File: config.mk
export PLATFORM = sky130hd
export DESIGN_NAME = prienc_n_arb
export DESIGN_NICKNAME = d
export VERILOG_FILES = /design/src/rtl/prienc_n_arb_pkg.sv /design/src/rtl/prienc_n_arb_core.sv /design/src/rtl/prienc_n_arb.sv
export SDC_FILE = /design/constraint.sdc
export NUM_CORES = 1
export LEC_CHECK = 0
export CAP_MARGIN = 10
export CORE_ASPECT_RATIO = 1.5
export CORE_MARGIN = 3
export CORE_UTILIZATION = 45
export CTS_CLUSTER_DIAMETER = 100
export DETAILED_ROUTE_END_ITERATION = 12
export MAX_ROUTING_LAYER = met4
export PLACE_DENSITY = 0.74
export SETUP_SLACK_MARGIN = 0.1
export SYNTH_ARGS = -nofsm -noshare
export SYNTH_HDL_FRONTEND = slang
export SYNTH_HIERARCHICAL = 1
export SYNTH_SLANG_ARGS = --single-unit
export TNS_END_PERCENT = 5
File: constraint.sdc
create_clock -name clk -period 9.5 [get_ports clk]
set_clock_uncertainty 0.2 [all_clocks]
set_input_delay 0.95 -clock clk [delete_from_list [all_inputs] [get_ports clk]]
set_output_delay 0.95 -clock clk [all_outputs]
set_load 0.02 [all_outputs]
File: src/rtl/prienc_n_arb_pkg.sv
`default_nettype none
// ============================================================================
//  Module      : prienc_pkg
//  Description : Shared types and constants for the N-input priority
//                encoder / arbiter.
//  Revision    : 1.0 - initial release
// ============================================================================
package prienc_pkg;

   // Arbiter FSM states
   typedef enum logic [0:0] {
      IDLE  = 1'b0,
      GRANT = 1'b1
   } state_t;

   // Encoding mode selected by the mode input
   localparam logic MODE_FIXED = 1'b0;
   localparam logic MODE_RR    = 1'b1;

endpackage : prienc_pkg
`default_nettype wire

File: src/rtl/prienc_n_arb_core.sv
`default_nettype none
// ============================================================================
//  Module      : prienc_core
//  Description : Combinational N-bit fixed-priority encoder. The highest set
//                bit wins; found_o flags a non-zero input.
//  Revision    : 1.0 - initial release
// ============================================================================
module prienc_core #(
   parameter  int N = 8,
   localparam int W = $clog2(N)
) (
   input  logic [N-1:0] vec_i,
   output logic [W-1:0] idx_o,
   output logic         found_o
);

   // Ascending scan: later (higher) set bits overwrite earlier ones
   always_comb begin
      idx_o   = '0;
      found_o = 1'b0;
      for (int i = 0; i < N; i++) begin
         if (vec_i[i]) begin
            idx_o   = W'(i);
            found_o = 1'b1;
         end
      end
   end

endmodule : prienc_core
`default_nettype wire

File: src/rtl/prienc_n_arb.sv
`default_nettype none
// ============================================================================
//  Module      : prienc_n_arb
//  Description : Registered N-input priority encoder / arbiter. Samples req
//                on en, encodes it in fixed (highest index wins) or
//                round-robin mode, and holds the grant until ack.
//  Revision    : 1.0 - initial release
// ============================================================================
module prienc_n_arb
   import prienc_pkg::*;
#(
   parameter  int N = 8,
   localparam int W = $clog2(N)
) (
   input  logic         clk,
   input  logic         rst_n,
   input  logic [N-1:0] req_i,
   input  logic         mode_i,
   input  logic         en_i,
   input  logic         ack_i,
   output logic [W-1:0] idx_o,
   output logic         valid_o,
   output logic [N-1:0] gnt_o
);

   state_t         state_q, state_d;
   logic [W-1:0]   idx_q,   idx_d;
   logic [W-1:0]   ptr_q,   ptr_d;
   logic           rr_q,    rr_d;     // current grant was issued in round-robin mode

   logic [N-1:0]   w_rot;
   logic [N-1:0]   w_enc_in;
   logic [W-1:0]   w_enc_idx;
   logic           w_found;
   logic [W-1:0]   w_grant_idx;

   // Rotate req so that req[ptr] lands in the MSB; the W-bit index sum wraps mod N
   always_comb begin
      w_rot = '0;
      for (int j = 0; j < N; j++) begin
         w_rot[j] = req_i[W'(j) + ptr_q + W'(1)];
      end
   end

   assign w_enc_in = (mode_i == MODE_RR) ? w_rot : req_i;

   prienc_core #(
      .N (N)
   ) u_core (
      .vec_i   (w_enc_in),
      .idx_o   (w_enc_idx),
      .found_o (w_found)
   );

   // Undo the rotation offset in round-robin mode
   assign w_grant_idx = (mode_i == MODE_RR) ? (w_enc_idx + ptr_q + W'(1)) : w_enc_idx;

   // Next-state logic: sample in IDLE, hold in GRANT until ack
   always_comb begin
      state_d = state_q;
      idx_d   = idx_q;
      ptr_d   = ptr_q;
      rr_d    = rr_q;
      unique case (state_q)
         IDLE: begin
            if (en_i && w_found) begin
               idx_d   = w_grant_idx;
               rr_d    = mode_i;
               state_d = GRANT;
            end
         end
         GRANT: begin
            if (ack_i) begin
               state_d = IDLE;
               if (rr_q == MODE_RR) begin
                  ptr_d = idx_q - W'(1);
               end
            end
         end
         default: state_d = IDLE;
      endcase
   end

   // State and output registers with synchronous active-low reset
   always_ff @(posedge clk) begin
      if (!rst_n) begin
         state_q <= IDLE;
         idx_q   <= '0;
         ptr_q   <= '1;
         rr_q    <= MODE_FIXED;
      end else begin
         state_q <= state_d;
         idx_q   <= idx_d;
         ptr_q   <= ptr_d;
         rr_q    <= rr_d;
      end
   end

   assign idx_o   = idx_q;
   assign valid_o = (state_q == GRANT);

   // One-hot grant decoded from registered index and state only
   always_comb begin
      gnt_o = '0;
      if (state_q == GRANT) begin
         gnt_o[idx_q] = 1'b1;
      end
   end

endmodule : prienc_n_arb
`default_nettype wire
* After elaboration in Yosys (flattened, before gate mapping)
Index checks and enable logic that the tools add are counted.
** Storage, ports and cells
- Logic and storage cells :: 75
- Register bits :: 8
- Output and inout port bits :: 12
** Operators by class
- Muxes and demuxes :: 39
- $add $sub $neg :: 17
- Bitwise operators :: 1
- $lt $le $gt $ge :: 10
- Reductions and logical operators :: 4
** Operator list (number)
- 3-bit by 4-bit less-than comparator with 1-bit output (second input constant) :: 9
- 3-bit by 1-bit adder with 3-bit output (second input constant) :: 8
- 1-bit binary-select mux with 3-bit select :: 8
- 1-bit two-way mux :: 20
- 8-bit two-way mux :: 2
- 3-bit two-way mux :: 5
- 3-bit adder (first input constant) :: 4
- 2-bit by 3-bit adder with 3-bit output (first input constant) :: 2
- 2-bit two-way mux :: 2
- 1-bit by 3-bit adder with 3-bit output (first input constant) :: 1
- 3-bit adder :: 1
- 1-bit demux with 3-bit select :: 1
- 3-bit by 1-bit greater-or-equal comparator with 1-bit output (second input constant) :: 1
- 3-bit AND reduction :: 1
- 3-bit by 1-bit subtractor with 3-bit output (second input constant) :: 1
- 1-bit logical AND :: 2
- 1-bit one-hot mux with 2 select lines :: 1
- 2-bit AND reduction :: 1
- 1-bit NOT :: 1

* Longest topological paths before layout
- Word-level depth :: 16
- Depth in mapped cells :: 17
- Depth with buffers taken out :: 15

* Hierarchy
Netlist, hierarchy kept.
** Modules (own cells, without submodules)
- prienc_n_arb :: area each 968.4 sq um, cells each 107, sequential area each 160.2 sq um, times used 1
- prienc_core :: area each 57.6 sq um, cells each 12, sequential area each 0.0 sq um, times used 1

* Worst setup path before layout
Ideal clock, no wire load.
- Path kind :: reg-to-reg
- Start point :: register ptr_q[0]
- End point :: register idx_q[2], in the netlist idx_o[2]
- Arrival time :: 3.234 ns
- Buffers on the path :: 2
- Clock period less this slack :: 3.525 ns
- Required time :: 9.209 ns
- Stages on the path, launching flop included :: 17
- Slack :: 5.975 ns
- Cell sequence :: dfxtp_1 -> buf_6 -> inv_1 -> ha_1 -> clkbuf_2 -> mux4_2 -> mux2i_1 -> a21oi_1 -> a21oi_1 -> o31ai_1 -> inv_1 -> ha_1 -> inv_1 -> fa_1 -> xnor2_1 -> or3_1 -> a311oi_1
** On the way
- Cells in the longest elaborated chain, start to end :: 15
- Elaborated cells between the ends (all ways) :: 51
** RTL lines
- start: declaration :: line prienc_n_arb.sv:28 : logic [W-1:0] ptr_q, ptr_d;
- start signal: assignment :: line prienc_n_arb.sv:94 : ptr_q <= ptr_d;
- 1-bit by 3-bit adder with 3-bit output :: line prienc_n_arb.sv:41 : w_rot[j] = req_i[W'(j) + ptr_q + W'(1)];
- 3-bit by 1-bit adder with 3-bit output :: line prienc_n_arb.sv:41
- 1-bit binary-select mux with 3-bit select :: line prienc_n_arb.sv:41
- 1-bit two-way mux (not written as such) :: line prienc_n_arb.sv:41
- 8-bit two-way mux :: line prienc_n_arb.sv:45 : assign w_enc_in = (mode_i == MODE_RR) ? w_rot : req_i;
- via w_enc_in[1] :: line prienc_n_arb.sv:32 : logic [N-1:0] w_enc_in;
- 1-bit two-way mux :: line prienc_n_arb_core.sv:22 : if (vec_i[i]) begin
- 2-bit two-way mux (2 in a row) :: line prienc_n_arb_core.sv:22
- 3-bit two-way mux (4 in a row) :: line prienc_n_arb_core.sv:22
- via w_enc_idx[0] :: line prienc_n_arb.sv:33 : logic [W-1:0] w_enc_idx;
- 3-bit adder :: line prienc_n_arb.sv:56 : assign w_grant_idx = (mode_i == MODE_RR) ? (w_enc_idx + ptr_q + W'(1)) : w_enc_idx;
- 3-bit by 1-bit adder with 3-bit output :: line prienc_n_arb.sv:56
- 3-bit two-way mux :: line prienc_n_arb.sv:56
- end signal: assignment :: line prienc_n_arb.sv:93 : idx_q <= idx_d;
- end: declaration :: line prienc_n_arb.sv:27 : logic [W-1:0] idx_q, idx_d;
The timed path passes the listed nets, and every way through them passes these cells. The select of a mux whose other input is x is not followed.
A chain may end at the register's enable or synchronous reset.

* Worst setup path after layout
Same ends and word-level chain as after synthesis.

==> reports/results.txt <==
Status = completed
1st-iter DRT viols = 29
Count of unique library cells instantiated by Yosys = 32
CTS buffer count = 3
Power Total = 111 uW
# setup viols final = 0
FF+latch count, synth = 8
Synth Area in XOR/XNOR = 5.98%
Period utilisation layout = 43.0%
CTS Hold Buffers Added = 0
CP arrival = 4.04 ns
Most frequent cells in the layout = clkdlybuf4s50_1, nor2_1, nand2_1
Syn_nets = 138
Overflow left after global routing = 0
Latest clock arrival within the worst-skew pair = 0.25 ns
Post-Place Cells = 158
RSZ-0062 raised after global routing = false
Largest net degree at the start of global routing = 20
Synth Area in Simple Gates = 18.2%
ANT cells = 0
CTS max path bufs = 2
Combinational power share = 40.5%
Most common cell after layout, fill and taps aside = clkdlybuf4s50_1
Slew headroom = 55.2%
Mean routed wirelength per cell = 17.1 microns
Fmax = 245 MHz
Final Net Count = 160
Initial antenna violation count = 0
Syn avg cell area = 8.62 sq um
Hold path start = rr_q
Dominant cells by area after synthesis = dfxtp_1, mux4_2, mux4_1
Crit start category = flip-flop
R2R Path End = idx_o[2]
Internal power = 72.6 uW
First-pass GRT wire length = 4570 microns
Layout area overhead = 23.7%
Die width = 45.0 microns
Syn. warnings = 6
Setup_tns = 0 ns
# Post-CTS Setup Buffers = 0
Share of cells above drive strength 1 = 7.91%
GP Congestion = 0.941
Hold crit path type = reg -> reg
Pleak = 0.559 nW
Post-synth EDFFs = 0
Clock Sinks = 8
Synthesized cell area = 1030 sq um
Worst setup startpoint = ptr_q[0]
Final HPWL DP = 2150 microns
PD cells = 87.2 nW/um^2
Switch share = 34.4%
Placed Area = 1250 sq um
Tmin final = 4.08 ns
Core Region = 2100 sq um
Die ar. = 2900 sq um
Post-synthesis mux area share = 31.3%
Vias/cell = 6.06
Worst-path fanout max = 13
Hold Violations, Final = 0
Sw power = 38.0 uW
Critical path required time = 9.46 ns
CTS tree = built
# IOs = 25
Reg-to-reg startpoint = ptr_q[0]
Flop-to-flop setup slack = 5.42 ns
Compound-Gate Fraction of Synth Area = 12.2%
DR vias = 975
Worst-path clk slew = 0.06 ns
Seq/Total Area, Yosys = 15.6%
Die height = 64.5 microns
All-layer global routing usage = 21.0%
Class of the most critical setup path = reg -> reg
Clock Power Share = 23.6%
Largest area contributor in the netlist = dfxtp_1
Area share of fa/ha/maj cells after synthesis = 8.05%
Initial Utilization = 48.8%
CP endpoint = idx_o[2]
Largest family of logic cells by synthesized area = multiplexers
Vias in the first global route = 1017
Pre-Repair DR Iteration Count = 4
Final Hold Slack = 0.299 ns
Htree depth = 1
CTS resizes = 0
Routed WL = 2750 microns
Post-route ant nets = 0
Post-route cell area = 1270 sq um
Most used flip-flop cell after synthesis = dfxtp_1
Fin cells = 161
Final slew viol count = 0
Post-synthesis cell count = 119
Seq pwr share = 35.8%
Async SR Flop Fraction = 0%
Max VDD drop = 69.0 uV
Site Rows = 20
Max-cap viol count = 0
Worst Tran Pin Value = 0.670 ns
IO buf count = 24
R2R depth = 14
Yosys top cell area share = 15.6%
DRC viols = 0
Root Driver = clkbuf_4
CP endpoint kind = flip-flop
logic make-up after synthesis:
family          Yosys count
flops                     8
buf+inv                  18
xor+xnor                  5
simple gates             44
mux                      18
fa+ha+maj                 6
compound gates           20
area by class of cell:
cell class | count | area (sq um)
Tap cell | 22 | 27.5
Fill cell | 207 | 833
Sequential cell | 8 | 160
Timing Repair Buffer | 24 | 240
Multi-Input combinational cell | 93 | 777
Clock buffer | 3 | 22.5
Inverter | 11 | 41.3
power by group through the flow:
stage               Combinational [mW]  Clock, mW  Sequential [mW]
floorplan                       0.0276          0           0.0403
global placement                0.0435          0           0.0402
detailed placement              0.0444          0           0.0403
CTS                             0.0449     0.0271           0.0397
global route                    0.0490     0.0288           0.0401
finish                          0.0449     0.0261           0.0396
worst max-delay path, stage by stage (launching register included):
cell and delay [ns]:
dfxtp_1 0.67, inv_1 0.22, ha_1 0.51, mux4_2 0.53, mux2i_1 0.14, a21oi_1 0.10
a21oi_1 0.18, o31ai_1 0.08, inv_1 0.08, ha_1 0.14, inv_1 0.04, fa_1 0.37
xnor2_1 0.14, or3_1 0.33, a311oi_1 0.26
worst min path at each step:
stage	depth (start not counted)	to	slack, ns
final	2	rr_q	0.30
after global routing	2	rr_q	0.35
after CTS	2	rr_q	0.31
after detailed placement	2	rr_q	0.29
after global placement	2	rr_q	0.28
after floorplan	2	rr_q	0.26
sequential cells by signal, indices dropped and copies added (netlist names):
signal   flops
idx_o        3
ptr_q        3
rr_q         1
valid_o      1
Yosys cell counts (all sizes together), types with 2 or more instances:
cell,count
a211oi,2
a21oi,8
a31oi,3
buf,4
clkbuf,3
dfxtp,8
ha,5
inv,10
mux2i,7
mux4,10
nand2,12
nand2b,3
nor2,23
nor3,2
o211ai,3
o31ai,2
xnor2,2
xor2,2
metal layers:
metal	vias to the layer above	wire length (microns)	global-route usage (%)
met3	4	103	1.67
li1	471	-	-
met1	473	1100	24.3
met2	27	1500	36.0
met4	0	45	8.79
met5	-	0	-
stage by stage:
step | setup slack [ns] | utilization, %
after global placement | 5.36 | 59.3
after global routing | 5.17 | 60.4
after CTS | 5.42 | 60.4
after detailed placement | 5.32 | 59.3
after floorplan | 5.97 | -
final | 5.42 | 60.4
No activity file was read; power rests on OpenSTA's default activity.
==> variant 1, RTL diff (same settings) <==
Add an input register stage for `mode_i`; this delays it by one clock. The other inputs are not delayed to match.
--- a/src/rtl/prienc_n_arb.sv
+++ b/src/rtl/prienc_n_arb.sv
@@ -25,2 +25,8 @@
 
+   logic mode_q;
+
+   always_ff @(posedge clk) begin
+      mode_q <= mode_i;
+   end
+
    state_t         state_q, state_d;
@@ -44,3 +50,3 @@
 
-   assign w_enc_in = (mode_i == MODE_RR) ? w_rot : req_i;
+   assign w_enc_in = (mode_q == MODE_RR) ? w_rot : req_i;
 
@@ -55,3 +61,3 @@
    // Undo the rotation offset in round-robin mode
-   assign w_grant_idx = (mode_i == MODE_RR) ? (w_enc_idx + ptr_q + W'(1)) : w_enc_idx;
+   assign w_grant_idx = (mode_q == MODE_RR) ? (w_enc_idx + ptr_q + W'(1)) : w_enc_idx;
 
@@ -67,3 +73,3 @@
                idx_d   = w_grant_idx;
-               rr_d    = mode_i;
+               rr_d    = mode_q;
                state_d = GRANT;
Behaviour: not the same (a bounded check fails within 4 cycles, from zero or initial values and one cycle with rst_n low).
==> variant 1 against the original RTL <==
Wire length up 5.1%; cell area up 2.2%; sequential power up 14%; critical path depth down 1; worst setup slack worse by 0.068 ns; synthesized cell count up 0.84%; power up 8.0%; synthesized area up 2.9%; non-clock buffer count unchanged; sequential cell count up 1; combinational power down 3%.
==> variant 1: results (changes against the original RTL) <==
[outcome]
status=complete, no violations

[routing]
drt-met1-wl_mm=1.05  ; -4.9%
wl_met2_mm=1.52  ; +1.7%
dr.max_layer_used=met4
vias_per_cell=6.09  ; +0.60%
routed_wirelength_mm=2.89  ; +5.1%
wl_met3_um=158  ; +53%

[final_layout]
diodes=0  ; unchanged
layout.nets=161  ; +0.63%
n_fill_cell=192  ; -7.2%
drive_above_1_share=0.0567  ; -0.0224

[placement]
hpwl_mm=2.28  ; +6.0%
gp_congestion=0.947  ; +0.58%

[synth]
syn_nets=139  ; +0.72%
seq_area_frac_synth=0.171  ; +0.0145
yosysUniqueCellTypes=31  ; -3.1%
synthArstFlopShare=0  ; unchanged
ys_top_cells_by_count=nor2_1, nand2_1, inv_1
synth_area_leaders=dfxtp_1, mux4_1, mux4_2

[setup_path]
reg2reg_depth=13  ; -1
max_stage_delay_ns=0.71  ; +0.04 ns
reg2reg_slack_ns=5.35  ; -0.07 ns
worstPathArrival_ns=4.12  ; +0.08 ns
cp_top_family=adder cells
end_kind=flip-flop

[grt]
track_usage=0.232  ; +0.0214
grt_pass1_vias=1052  ; +3.4%
use_met1=0.229  ; -0.0141
grt_pass1_wl_mm=4.80  ; +5.0%
met2_usage=0.381  ; +0.0212
grt_max_degree=20  ; unchanged
met3_usage=0.0493  ; +0.0326
grt_antenna_before_repair=0  ; unchanged

[clock_tree]
ctsHtreeMaxLevel=1  ; unchanged
clockBufferDepth=2  ; unchanged
cts-resized-gates=0  ; unchanged
clk_latency_ns=0.27  ; +0.02 ns
clockRootBuffer=clkbuf_4

[sta]
slew-limit-headroom=0.581  ; +0.0297

[pwr]
ir_drop_uv=61.0  ; -12%
p_leak_nw=0.577  ; +3.3%

[worst_hold_path]
min_path_cells=2  ; unchanged

## variant 1: changes by cell type after synthesis, sizes merged
cell and delta:
dfxtp +1, clkbuf -1, buf +1
## variant 1: kinds of logic (layout without fill, tap and decap cells)
group | Yosys count | after routing | share of synthesized area
adders and majority gates | 6 | 6 | 0.0782
muxes | 18 | 18 | 0.312
buffers and inverters | 18 | 39 | 0.0900
and+or+nand+nor | 44 | 44 | 0.177
xor gates and xnor gates | 5 | 5 | 0.0545
DFF | 9 | 9 | 0.171
AOI/OAI and AO/OA | 20 | 20 | 0.118
## variant 1: report_power, final
group	internal (mW)	switching (mW)	leakage, nW
clock	0.0163	0.0146	0.0150
sequential	0.0401	0.00503	0.0743
combinational	0.0221	0.0214	0.488
## variant 1: area by class of cell
type,instances,share of cell area
clock buffer,4,0.0203
inverter,11,0.0319
multi-input combinational,93,0.602
sequential,9,0.139
tap,22,0.0212
timing repair buffer,24,0.185
## variant 1: worst reg2reg max path, stage by stage (launching register included)
cell	delay, ns
dfxtp_1	0.71
inv_1	0.21
ha_1	0.49
mux4_1	0.68
nand2b_1	0.12
a31oi_1	0.13
o31ai_1	0.29
inv_1	0.08
ha_1	0.18
inv_1	0.07
fa_1	0.18
xnor2_1	0.08
or3_1	0.32
a311oi_1	0.31
## variant 1: metrics by stage
step / instance area (um^2) / hold slack (ns) / cells / setup slack [ns] / power, mW
after floorplan: 1060 / 0.260 / 120 / 6.09 / 0.0724
after global placement: 1270 / 0.275 / 159 / 5.36 / 0.0881
after detailed placement: 1270 / 0.332 / 159 / 5.23 / 0.0891
after CTS: 1300 / 0.348 / 163 / 5.35 / 0.120
after global routing: 1300 / 0.389 / 163 / 5.10 / 0.129
final: 1300 / 0.338 / 163 / 5.35 / 0.119
==> variant 2, RTL diff (config.mk and constraints unchanged) <==
Made on the original files. Reset style: asynchronous (`rst_n`), changed in one clocked block. Comments in the files are not updated.
--- a/src/rtl/prienc_n_arb.sv
+++ b/src/rtl/prienc_n_arb.sv
@@ -84,3 +84,3 @@
    // State and output registers with synchronous active-low reset
-   always_ff @(posedge clk) begin
+   always_ff @(posedge clk or negedge rst_n) begin
       if (!rst_n) begin
Function: differs if rst_n is asserted again (counterexample within 4 cycles, from zero or initial values and one cycle with rst_n low); with rst_n held inactive, the same outputs for 10 cycles.
==> variant 2 against the original RTL <==
Sequential cell count did not move; non-clock buffer count is the same; highest routed layer unchanged; cell area up 3.2%; worst setup slack gained 0.10 ns; largest cell class unchanged; wire length fell by 4.8%; count of clock-buffer cells in the layout rose by 1; critical endpoint is now idx_o[2]; critical path type unchanged; global-route usage shrank 1.3 points; synthesized area is 2.6% higher.
Power is left out: it rests on default switching activity, and per cell area and clock period it moved more than threefold.
==> variant 2: results (changes against the original RTL) <==
[final_layout]
n_fill_cell=188  ; -9.2%
layout.nets=158  ; -1.3%
diodes=0  ; unchanged
drive_above_1_share=0.0652  ; -0.0139

[synth]
synth_area_leaders=mux4_1, dfrtp_1, dfstp_2
synthFlopType=dfrtp_1
ys.warnings.count=6  ; unchanged
syn_nets=134  ; -2.9%
synthArstFlopShare=1.00  ; +1.00
yosysUniqueCellTypes=29  ; -9.4%
seq_area_frac_synth=0.194  ; +0.0377
ys_top_cells_by_count=nor2_1, nand2_1, inv_1

[clock_tree]
post_cts_buffers=0  ; unchanged
ctsHtreeMaxLevel=1  ; unchanged
clockRootBuffer=clkbuf_4
clkTransAtPathRegs_ns=0.06  ; about the same

[sta]
fin_crit_ns=3.98  ; -0.102 ns
slew_violations=0  ; unchanged
tightestPinTransition_ns=0.672  ; +0.00208 ns
period_share=0.419  ; -0.0107
report.final.setup_viol=0  ; unchanged

[outcome]
status=complete, no violations

[grt]
track_usage=0.197  ; -0.0134
grt_max_degree=21  ; +5.0%
grt_pass1_wl_mm=4.28  ; -6.3%
grt_pass1_vias=991  ; -2.6%

[placement]
gp_congestion=0.892  ; -5.3%
hpwl_mm=2.07  ; -3.6%

[routing]
vias_per_cell=6.12  ; +1.0%
first_pass_iters=4  ; unchanged
dr.first_iter.drc_count=33  ; +14%
routed_wirelength_mm=2.62  ; -4.8%

[setup_path]
worstPathArrival_ns=3.94  ; -0.10 ns

==> variant 2: changes by cell type in the layout (fill, tap and decap cells not counted), sizes merged, moves of 2 or more <==
cell    delta
dfxtp      -8
o21ai      +5
dfrtp      +5
o211ai     -3
dfstp      +3
a211oi     -2
nand2      +2
nor2       -5
==> variant 2: critical path, stage by stage, from the launching register on <==
cell	delay, ns
dfstp_2	0.71
inv_1	0.15
ha_1	0.46
mux4_1	0.62
mux2i_1	0.14
a21oi_1	0.09
a21oi_1	0.19
o31ai_1	0.09
inv_1	0.09
ha_1	0.14
inv_1	0.05
fa_1	0.37
xor2_1	0.16
and3_1	0.19
o31a_1	0.23
==> variant 2: routing by layer <==
metal	track usage	wire length, um
met5	-	0
met4	0.0879	38
met3	0.0219	106
met2	0.350	1450
met1	0.207	1030
==> variant 2: area by class of cell <==
| cell class | count | share of cell area |
|---|---|---|
| tap | 22 | 0.0210 |
| clock buffer | 4 | 0.0201 |
| multi-input combinational | 91 | 0.588 |
| timing repair buffer | 24 | 0.184 |
| sequential | 8 | 0.156 |
| inverter | 11 | 0.0315 |
==> variant 2: through the flow <==
step / util / std cells / instance area [um^2] / setup WS, ns
after global routing: 0.615 / 160 / 1310 / 5.34
after floorplan: - / 115 / 1050 / 5.92
after detailed placement: 0.603 / 156 / 1280 / 5.38
after CTS: 0.615 / 160 / 1310 / 5.50
after global placement: 0.603 / 156 / 1280 / 5.47
final: 0.615 / 160 / 1310 / 5.52
==> variant 2: cell families (layout without fill, tap and decap cells) <==
family,after synthesis,in the layout,share of synthesized area
muxes,18,18,0.320
DFF,8,8,0.194
xor gates and xnor gates,5,5,0.0547
AOI/OAI and AO/OA,20,20,0.107
buffers and inverters,16,39,0.0749
adders and majority gates,6,6,0.0785
and+or+nand+nor,42,42,0.171
==> variant 2: path summary, 6_finish.rpt <==
kind / to / from / slack [ns] / cells past startpoint
setup / recovery: idx_o[2] / ptr_q[0] / 5.52 / 14
max in group asynchronous: ptr_q[1] / rst_n / 8.03 / 1
hold / removal: rr_q / rr_q / 0.31 / 2
hold reg to reg: rr_q / rr_q / 0.31 / 2
min in group asynchronous: idx_o[1] / rst_n / 0.76 / 1
setup reg to reg: idx_o[2] / ptr_q[0] / 5.52 / 14
